[config.mk]
export PLATFORM = sky130hd
export DESIGN_NAME = or_input_debounce
export DESIGN_NICKNAME = d
export VERILOG_FILES = /design/src/rtl/debounce_pkg.sv /design/src/rtl/debounce_chan.sv /design/src/rtl/or_input_debounce.sv
export SDC_FILE = /design/constraint.sdc
export NUM_CORES = 1
export LEC_CHECK = 0
export CAP_MARGIN = 20
export CELL_PAD_IN_SITES_DETAIL_PLACEMENT = 0
export CELL_PAD_IN_SITES_GLOBAL_PLACEMENT = 1
export CORE_MARGIN = 2
export CORE_UTILIZATION = 52
export DETAILED_ROUTE_END_ITERATION = 10
export PLACE_DENSITY_LB_ADDON = 0.2
export SYNTH_ARGS = -nofsm -noshare
export SYNTH_HDL_FRONTEND = slang
export SYNTH_SLANG_ARGS = --single-unit
[constraint.sdc]
create_clock -name clk -period 4.65 [get_ports clk]
set_input_delay 0.465 -clock clk [delete_from_list [all_inputs] [get_ports clk]]
set_output_delay 0.465 -clock clk [all_outputs]
set_load 0.005 [all_outputs]
[src/rtl/debounce_pkg.sv]
// Shared types for the switch debouncer: per-channel FSM states and synchronizer depth.
package debounce_pkg;

   typedef enum logic [1:0] {
      STABLE_LO = 2'b00,
      WAIT_HI   = 2'b01,
      STABLE_HI = 2'b10,
      WAIT_LO   = 2'b11
   } deb_state_t;

   localparam int SYNC_STAGES = 2;

   // Clean output level implied by an FSM state.
   function automatic logic level_of(input deb_state_t st);
      return (st == STABLE_HI) || (st == WAIT_LO);
   endfunction

endpackage

[src/rtl/debounce_chan.sv]
// One debounce channel: two-flop synchronizer feeding a stability FSM with counter.
module debounce_chan
   import debounce_pkg::*;
#(
   parameter int STABLE_CYCLES = 1000,
   parameter int CNT_W         = 16
) (
   input  logic clk,
   input  logic rst_n,
   input  logic raw_i,
   output logic level_o,
   output logic chg_o
);

   localparam logic [CNT_W-1:0] CNT_DONE = CNT_W'(STABLE_CYCLES);
   localparam logic [CNT_W-1:0] CNT_ONE  = CNT_W'(1);
   localparam logic [CNT_W-1:0] CNT_ZERO = CNT_W'(0);

   logic [SYNC_STAGES-1:0] sync_q;
   logic                   s2_s;
   deb_state_t             state_q, state_d;
   logic [CNT_W-1:0]       cnt_q, cnt_d;
   logic                   level_q;
   logic                   chg_q, chg_d;

   // Synchronizer shift chain for the asynchronous raw input.
   always_ff @(posedge clk or negedge rst_n) begin
      if (!rst_n) begin
         sync_q <= {SYNC_STAGES{1'b0}};
      end else begin
         sync_q <= {sync_q[SYNC_STAGES-2:0], raw_i};
      end
   end

   assign s2_s = sync_q[SYNC_STAGES-1];

   // Next state; the abort test is checked before the count-complete test.
   always_comb begin
      state_d = state_q;
      cnt_d   = cnt_q;
      chg_d   = 1'b0;
      case (state_q)
         STABLE_LO: begin
            if (s2_s) begin
               state_d = WAIT_HI;
               cnt_d   = CNT_ONE;
            end else begin
               cnt_d   = CNT_ZERO;
            end
         end
         WAIT_HI: begin
            if (!s2_s) begin
               state_d = STABLE_LO;
               cnt_d   = CNT_ZERO;
            end else if (cnt_q == CNT_DONE) begin
               state_d = STABLE_HI;
               cnt_d   = CNT_ZERO;
               chg_d   = 1'b1;
            end else begin
               cnt_d   = cnt_q + CNT_ONE;
            end
         end
         STABLE_HI: begin
            if (!s2_s) begin
               state_d = WAIT_LO;
               cnt_d   = CNT_ONE;
            end else begin
               cnt_d   = CNT_ZERO;
            end
         end
         WAIT_LO: begin
            if (s2_s) begin
               state_d = STABLE_HI;
               cnt_d   = CNT_ZERO;
            end else if (cnt_q == CNT_DONE) begin
               state_d = STABLE_LO;
               cnt_d   = CNT_ZERO;
               chg_d   = 1'b1;
            end else begin
               cnt_d   = cnt_q + CNT_ONE;
            end
         end
         default: begin
            state_d = STABLE_LO;
            cnt_d   = CNT_ZERO;
         end
      endcase
   end

   // FSM state, counter and registered outputs.
   always_ff @(posedge clk or negedge rst_n) begin
      if (!rst_n) begin
         state_q <= STABLE_LO;
         cnt_q   <= CNT_ZERO;
         level_q <= 1'b0;
         chg_q   <= 1'b0;
      end else begin
         state_q <= state_d;
         cnt_q   <= cnt_d;
         level_q <= level_of(state_d);
         chg_q   <= chg_d;
      end
   end

   assign level_o = level_q;
   assign chg_o   = chg_q;

endmodule

[src/rtl/or_input_debounce.sv]
// Two independent debounce channels producing clean a/b levels and change pulses
// for the downstream two-input OR combiner.
module or_input_debounce #(
   parameter int STABLE_CYCLES = 1000,
   parameter int CNT_W         = 16
) (
   input  logic clk,
   input  logic rst_n,
   input  logic a_raw,
   input  logic b_raw,
   output logic a,
   output logic b,
   output logic a_chg,
   output logic b_chg
);

   debounce_chan #(
      .STABLE_CYCLES (STABLE_CYCLES),
      .CNT_W         (CNT_W)
   ) u_chan_a (
      .clk     (clk),
      .rst_n   (rst_n),
      .raw_i   (a_raw),
      .level_o (a),
      .chg_o   (a_chg)
   );

   debounce_chan #(
      .STABLE_CYCLES (STABLE_CYCLES),
      .CNT_W         (CNT_W)
   ) u_chan_b (
      .clk     (clk),
      .rst_n   (rst_n),
      .raw_i   (b_raw),
      .level_o (b),
      .chg_o   (b_chg)
   );

endmodule
Yosys cells after proc, flatten, opt, wreduce, memory -nomap -nowiden
Index checks and enable logic that the tools add are counted.
- word-level logic and storage cells: 62
- bits of input ports: 4
- register bits: 44
- reductions and logical operators: 4
- add/subtract/negate cells: 2
- muxes and demuxes: 34
- equal/unequal tests: 12
- operator list (operator ; number):
    one-hot mux 16 bit (4 select lines) ; 2
    two-way mux 16 bit ; 6
    adder 16 x 1 -> 16 bit (second input constant) ; 2
    equality test 16 x 10 -> 1 bit (second input constant) ; 2
    two-way mux 2 bit ; 12
    equality test 2 bit (second input constant) ; 8
    one-hot mux 2 bit (4 select lines) ; 2
    two-way mux 1 bit ; 10
    equality test 2 x 1 -> 1 bit (second input constant) ; 2
    logical NOT 2 bit ; 2
    one-hot mux 1 bit (2 select lines) ; 2
    logical OR 1 bit ; 2

Longest topological paths before layout
- depth in word-level cells: 6
- gate-level depth with buffers: 8
- gate-level depth less buffers: 6

By module
From an unflattened synthesis, not the netlist that was laid out.
- cell total of the unflattened synthesis: 192
- area, all modules: 2021.9 µm²
- by module, submodules not included (module ; area each (µm²) ; instances ; cells each):
    debounce_chan ; 1011.0 ; 2 ; 96

Worst setup path after synthesis
Ideal clock, no wire load.
- path type: register -> register
- from: register u_chan_b.cnt_q[0]
- to: register u_chan_b.level_q (netlist: u_chan_b.level_o)
- setup slack: 2917 ps
- stages on the path, launching flop included: 7
- arrival: 1608 ps
- required time: 4525 ps
- path through: dfrtp_1 > inv_1 > ha_1 > nor4bb_1 > nand4_1 > nor2_1 > mux2_2
- cells in the longest elaborated chain, start to end: 6
- ends and longest elaborated chain (item ; line ; source):
    from (decl) ; debounce_chan.sv:22 ; logic [CNT_W-1:0] cnt_q, cnt_d;
    from (signal assigned) ; debounce_chan.sv:99 ; cnt_q <= cnt_d;
    equality test 16 x 10 -> 1 bit (*) ; debounce_chan.sv:55, debounce_chan.sv:75 ;
    two-way mux 2 bit, on equally long branches ; debounce_chan.sv:75, debounce_chan.sv:55 ;
    two-way mux 2 bit, on equally long branches ; debounce_chan.sv:72, debounce_chan.sv:52 ;
    one-hot mux 2 bit (4 select lines) (*) ; debounce_chan.sv:42 ; case (state_q)
    equality test 2 bit ; debounce_pkg.sv:15 ; return (st == STABLE_HI) || (st == WAIT_LO);
    logical OR 1 bit (*) ; debounce_pkg.sv:15 ;
    to (signal assigned) ; debounce_chan.sv:100 ; level_q <= level_of(state_d);
    to (decl) ; debounce_chan.sv:23 ; logic level_q;
Every way passes the cells marked *; elsewhere a longest branch is shown, timed or not.

Final worst setup path
- from: register u_chan_a.cnt_q[0]
- to: register u_chan_a.cnt_q[3]
- cells in the longest elaborated chain, start to end: 4
- ends and longest elaborated chain (item ; line):
    from (decl) ; debounce_chan.sv:22
    from (signal assigned) ; debounce_chan.sv:99
    adder 16 x 1 -> 16 bit / equality test 16 x 10 -> 1 bit (equally long branches) ; -
    two-way mux 16 bit (*) ; debounce_chan.sv:55, debounce_chan.sv:75
    two-way mux 16 bit, on equally long branches ; debounce_chan.sv:72, debounce_chan.sv:52
    one-hot mux 16 bit (4 select lines) (*) ; debounce_chan.sv:42
    net u_chan_a.cnt_d[3] ; debounce_chan.sv:22
Mark *: on every way through the listed nets, which the timed path passes. The rest lies on a longest branch.

==> flow_metrics.tcl <==
set metrics [dict create \
    status "finished, final reports clean" \
    relSlewSlack 0.3163 \
    vias 1456 \
    min_period_ns 2.228 \
    worst-r2r-cell-count 6 \
    place_congestion 0.8332 \
    wl_microns 3715 \
    synth_largest_area_cell "dfrtp_1" \
    dieHeight_microns 68.18 \
    portBuffers 7 \
    setup-tns-final_ns 0 \
    drc 0 \
    p_leak_nw 0.9255 \
    ys_types 33 \
    worst_setup_path_start_kind "flip-flop" \
    avgSynthCellArea_sq_um 10.87 \
    synth-seq-area-share 0.5140 \
    clock_skew_ns 0.008493 \
    cp_max_fo 15 \
    drtIter0Drc 85 \
    yosysWarningCount 0 \
    final_util 0.5803 \
    synth.top_cell.area_share 0.5140 \
    grt_max_degree 45 \
    powerDensity_mw_per_mm2 284.5 \
    syn-instance-count 197 \
    post_cts_buffers 0 \
    cts_htree_levels 2 \
    grt_pass1_vias 1490 \
    drive_gt1_frac 0.1220 \
    viasPerCell 5.710 \
    cts_sinks 44 \
    arrival_ns 2.37 \
    clkTransAtPathRegs_ns 0.09 \
    worst_pin_slew_ns 1.026 \
    ant_nets 0 \
    rows 23 \
    synth-async-reset-ratio 1.000 \
    tritoncts "yes" \
    core_area_sq_mm 0.003971 \
    finalSetupViolCount 0 \
    synth_edf_count 0 \
    syn_area_sq_mm 0.002142 \
    crit_type "flip-flop to flip-flop" \
    first_pass_iters 4 \
    cts_buffers 5 \
    syn_nets 205 \
    ys_top_cells_by_count "dfrtp_1 (44), nor2_1 (23), xor2_1 (15)" \
    maxCapViolCount 0 \
    io_pins 8 \
    hold_violations 0 \
    timing.fmax_mhz 448.8 \
    dpl.cell_count 247 \
    yosys-top-cells-area "dfrtp_1 (51%), xor2_1 (6.1%), xnor2_1 (5.3%), nor2_4 (4.7%), nand4_1 (4.1%)" \
    ys_ff_latch 44 \
    diodes 0 \
    fin_crit_sh 0.4792 \
    grt.overflow.total 0 \
    ys.flop_type "dfrtp_1" \
    dieArea_sq_mm 0.004649 \
    finalPower_uw 655.8 \
    ctsResizeCount 0 \
    cts_root_buffer "clkbuf_8" \
    yosysMostFrequentCell "dfrtp_1" \
    clk_latency_ns 0.30 \
    cts_buffer_depth 2 \
    start_util 0.5394 \
    drv_slew 0 \
    nNetsFinal 212 \
    wire_per_inst_microns 14.57 \
    fin_cells 255 \
    nFillCells 354 \
    required_ns 4.79 \
    hold_path.class "input pin to asynchronous set/reset pin" \
    rsz0062_at_grt "no" \
    antenna_found_initial 0 \
    end_kind "flip-flop" \
    die_w_microns 68.18 \
    place_hpwl_microns 2584 \
    groute.usage.overall 0.1982 \
    irDropWorstVdd_uv 235.9 \
    postCtsHoldBufs 0 \
    area_delta_synth_final_pct 7.593 \
    grt_pass1_wl_microns 6672 \
]
==> cell usage in the layout (no fill, tap or decap), types with 2 or more instances in the layout <==
cell / instances
a21oi_1: 3
and2_1: 3
and3_1: 2
and4_1: 3
and4_4: 2
clkbuf_8: 5
clkdlybuf4s50_1: 6
clkinv_2: 2
dfrtp_1: 44
ha_1: 4
inv_1: 7
mux2_2: 4
nand2_1: 11
nand3_1: 9
nand4_1: 14
nor2_1: 23
nor2_4: 9
nor3_1: 5
nor4_1: 6
nor4b_1: 2
nor4bb_1: 2
xnor2_1: 13
xor2_1: 15
==> path summary, 6_finish.rpt <==
| path | startpoint | to | slack, ns |
|---|---|---|---|
| min in group clk | u_chan_b.sync_q[0]$_DFF_PN0_ | u_chan_b.sync_q[1]$_DFF_PN0_ | 0.36 |
| max in group asynchronous | rst_n | u_chan_a.cnt_q[6]$_DFF_PN0_ | 3.74 |
| max | u_chan_a.cnt_q[0]$_DFF_PN0_ | u_chan_a.cnt_q[3]$_DFF_PN0_ | 2.42 |
| min | rst_n | u_chan_b.cnt_q[11]$_DFF_PN0_ | 0.30 |
| min reg2reg | u_chan_b.sync_q[0]$_DFF_PN0_ | u_chan_b.sync_q[1]$_DFF_PN0_ | 0.36 |
| max reg2reg | u_chan_a.cnt_q[0]$_DFF_PN0_ | u_chan_a.cnt_q[3]$_DFF_PN0_ | 2.42 |
==> kinds of logic (layout without fill, tap and decap cells) <==
group / count (synthesis) / count (layout) / synth area share
AND/OR/NAND/NOR: 96 / 96 / 0.2705
flip-flops: 44 / 44 / 0.5140
XOR/XNOR: 28 / 28 / 0.1145
buffers and inverters: 14 / 22 / 0.03680
AO/OA/AOI/OAI: 7 / 7 / 0.01986
adder cells (fa/ha/maj): 4 / 4 / 0.02337
multiplexers: 4 / 4 / 0.02103
==> sequential cells by signal, summed over array words and instances, names as in the netlist <==
signal	cells
u_chan_a.sync_q	2
u_chan_b.cnt_q	16
u_chan_a.state_q	2
u_chan_b.state_q	2
u_chan_a.chg_o	1
u_chan_b.sync_q	2
u_chan_b.chg_o	1
u_chan_a.cnt_q	16
u_chan_a.level_o	1
u_chan_b.level_o	1
==> layer usage <==
| layer | track usage | share of wire | vias to the layer above |
|---|---|---|---|
| met3 | 0.05428 | 0.029 | 9 |
| met5 | 0 | 0 | - |
| met1 | 0.2400 | 0.45 | 730 |
| met4 | 0.09000 | 0.024 | 0 |
| li1 | - | - | 698 |
| met2 | 0.3289 | 0.50 | 19 |
==> power by group <==
group | total [mW] | internal [mW] | leakage, nW | switching [mW]
combinational | 0.0269 | 0.00735 | 0.281 | 0.0195
sequential | 0.392 | 0.387 | 0.597 | 0.00446
clock | 0.237 | 0.105 | 0.0479 | 0.133
==> layout make-up <==
class,instances,area [sq um],area share
Clock inverter,3,18.77,0.008143
Tap cell,50,62.56,0.02714
Inverter,7,26.28,0.01140
Timing Repair Buffer,7,65.06,0.02823
Multi-Input combinational cell,139,962.2,0.4175
Clock buffer,5,68.82,0.02986
Sequential cell,44,1101,0.4777
==> stage by stage <==
stage / area, sq um / setup slack [ns] / hold WS [ns]
global placement: 2217 / 2.509 / 0.3333
finish: 2305 / 2.422 / 0.3002
floorplan: 2142 / 2.917 / 0.1694
global route: 2305 / 2.179 / 0.3685
CTS: 2305 / 2.377 / 0.3400
detailed placement: 2217 / 2.369 / 0.3365
==> worst max-delay path, stage by stage, from the launching register on <==
cell      delay (ns)
dfrtp_1         0.43
inv_1           0.08
ha_1            0.13
nor4bb_1        0.22
and4_4          0.29
or3b_1          0.80
nor2_1          0.12
No activity file was read; power rests on OpenSTA's default activity.
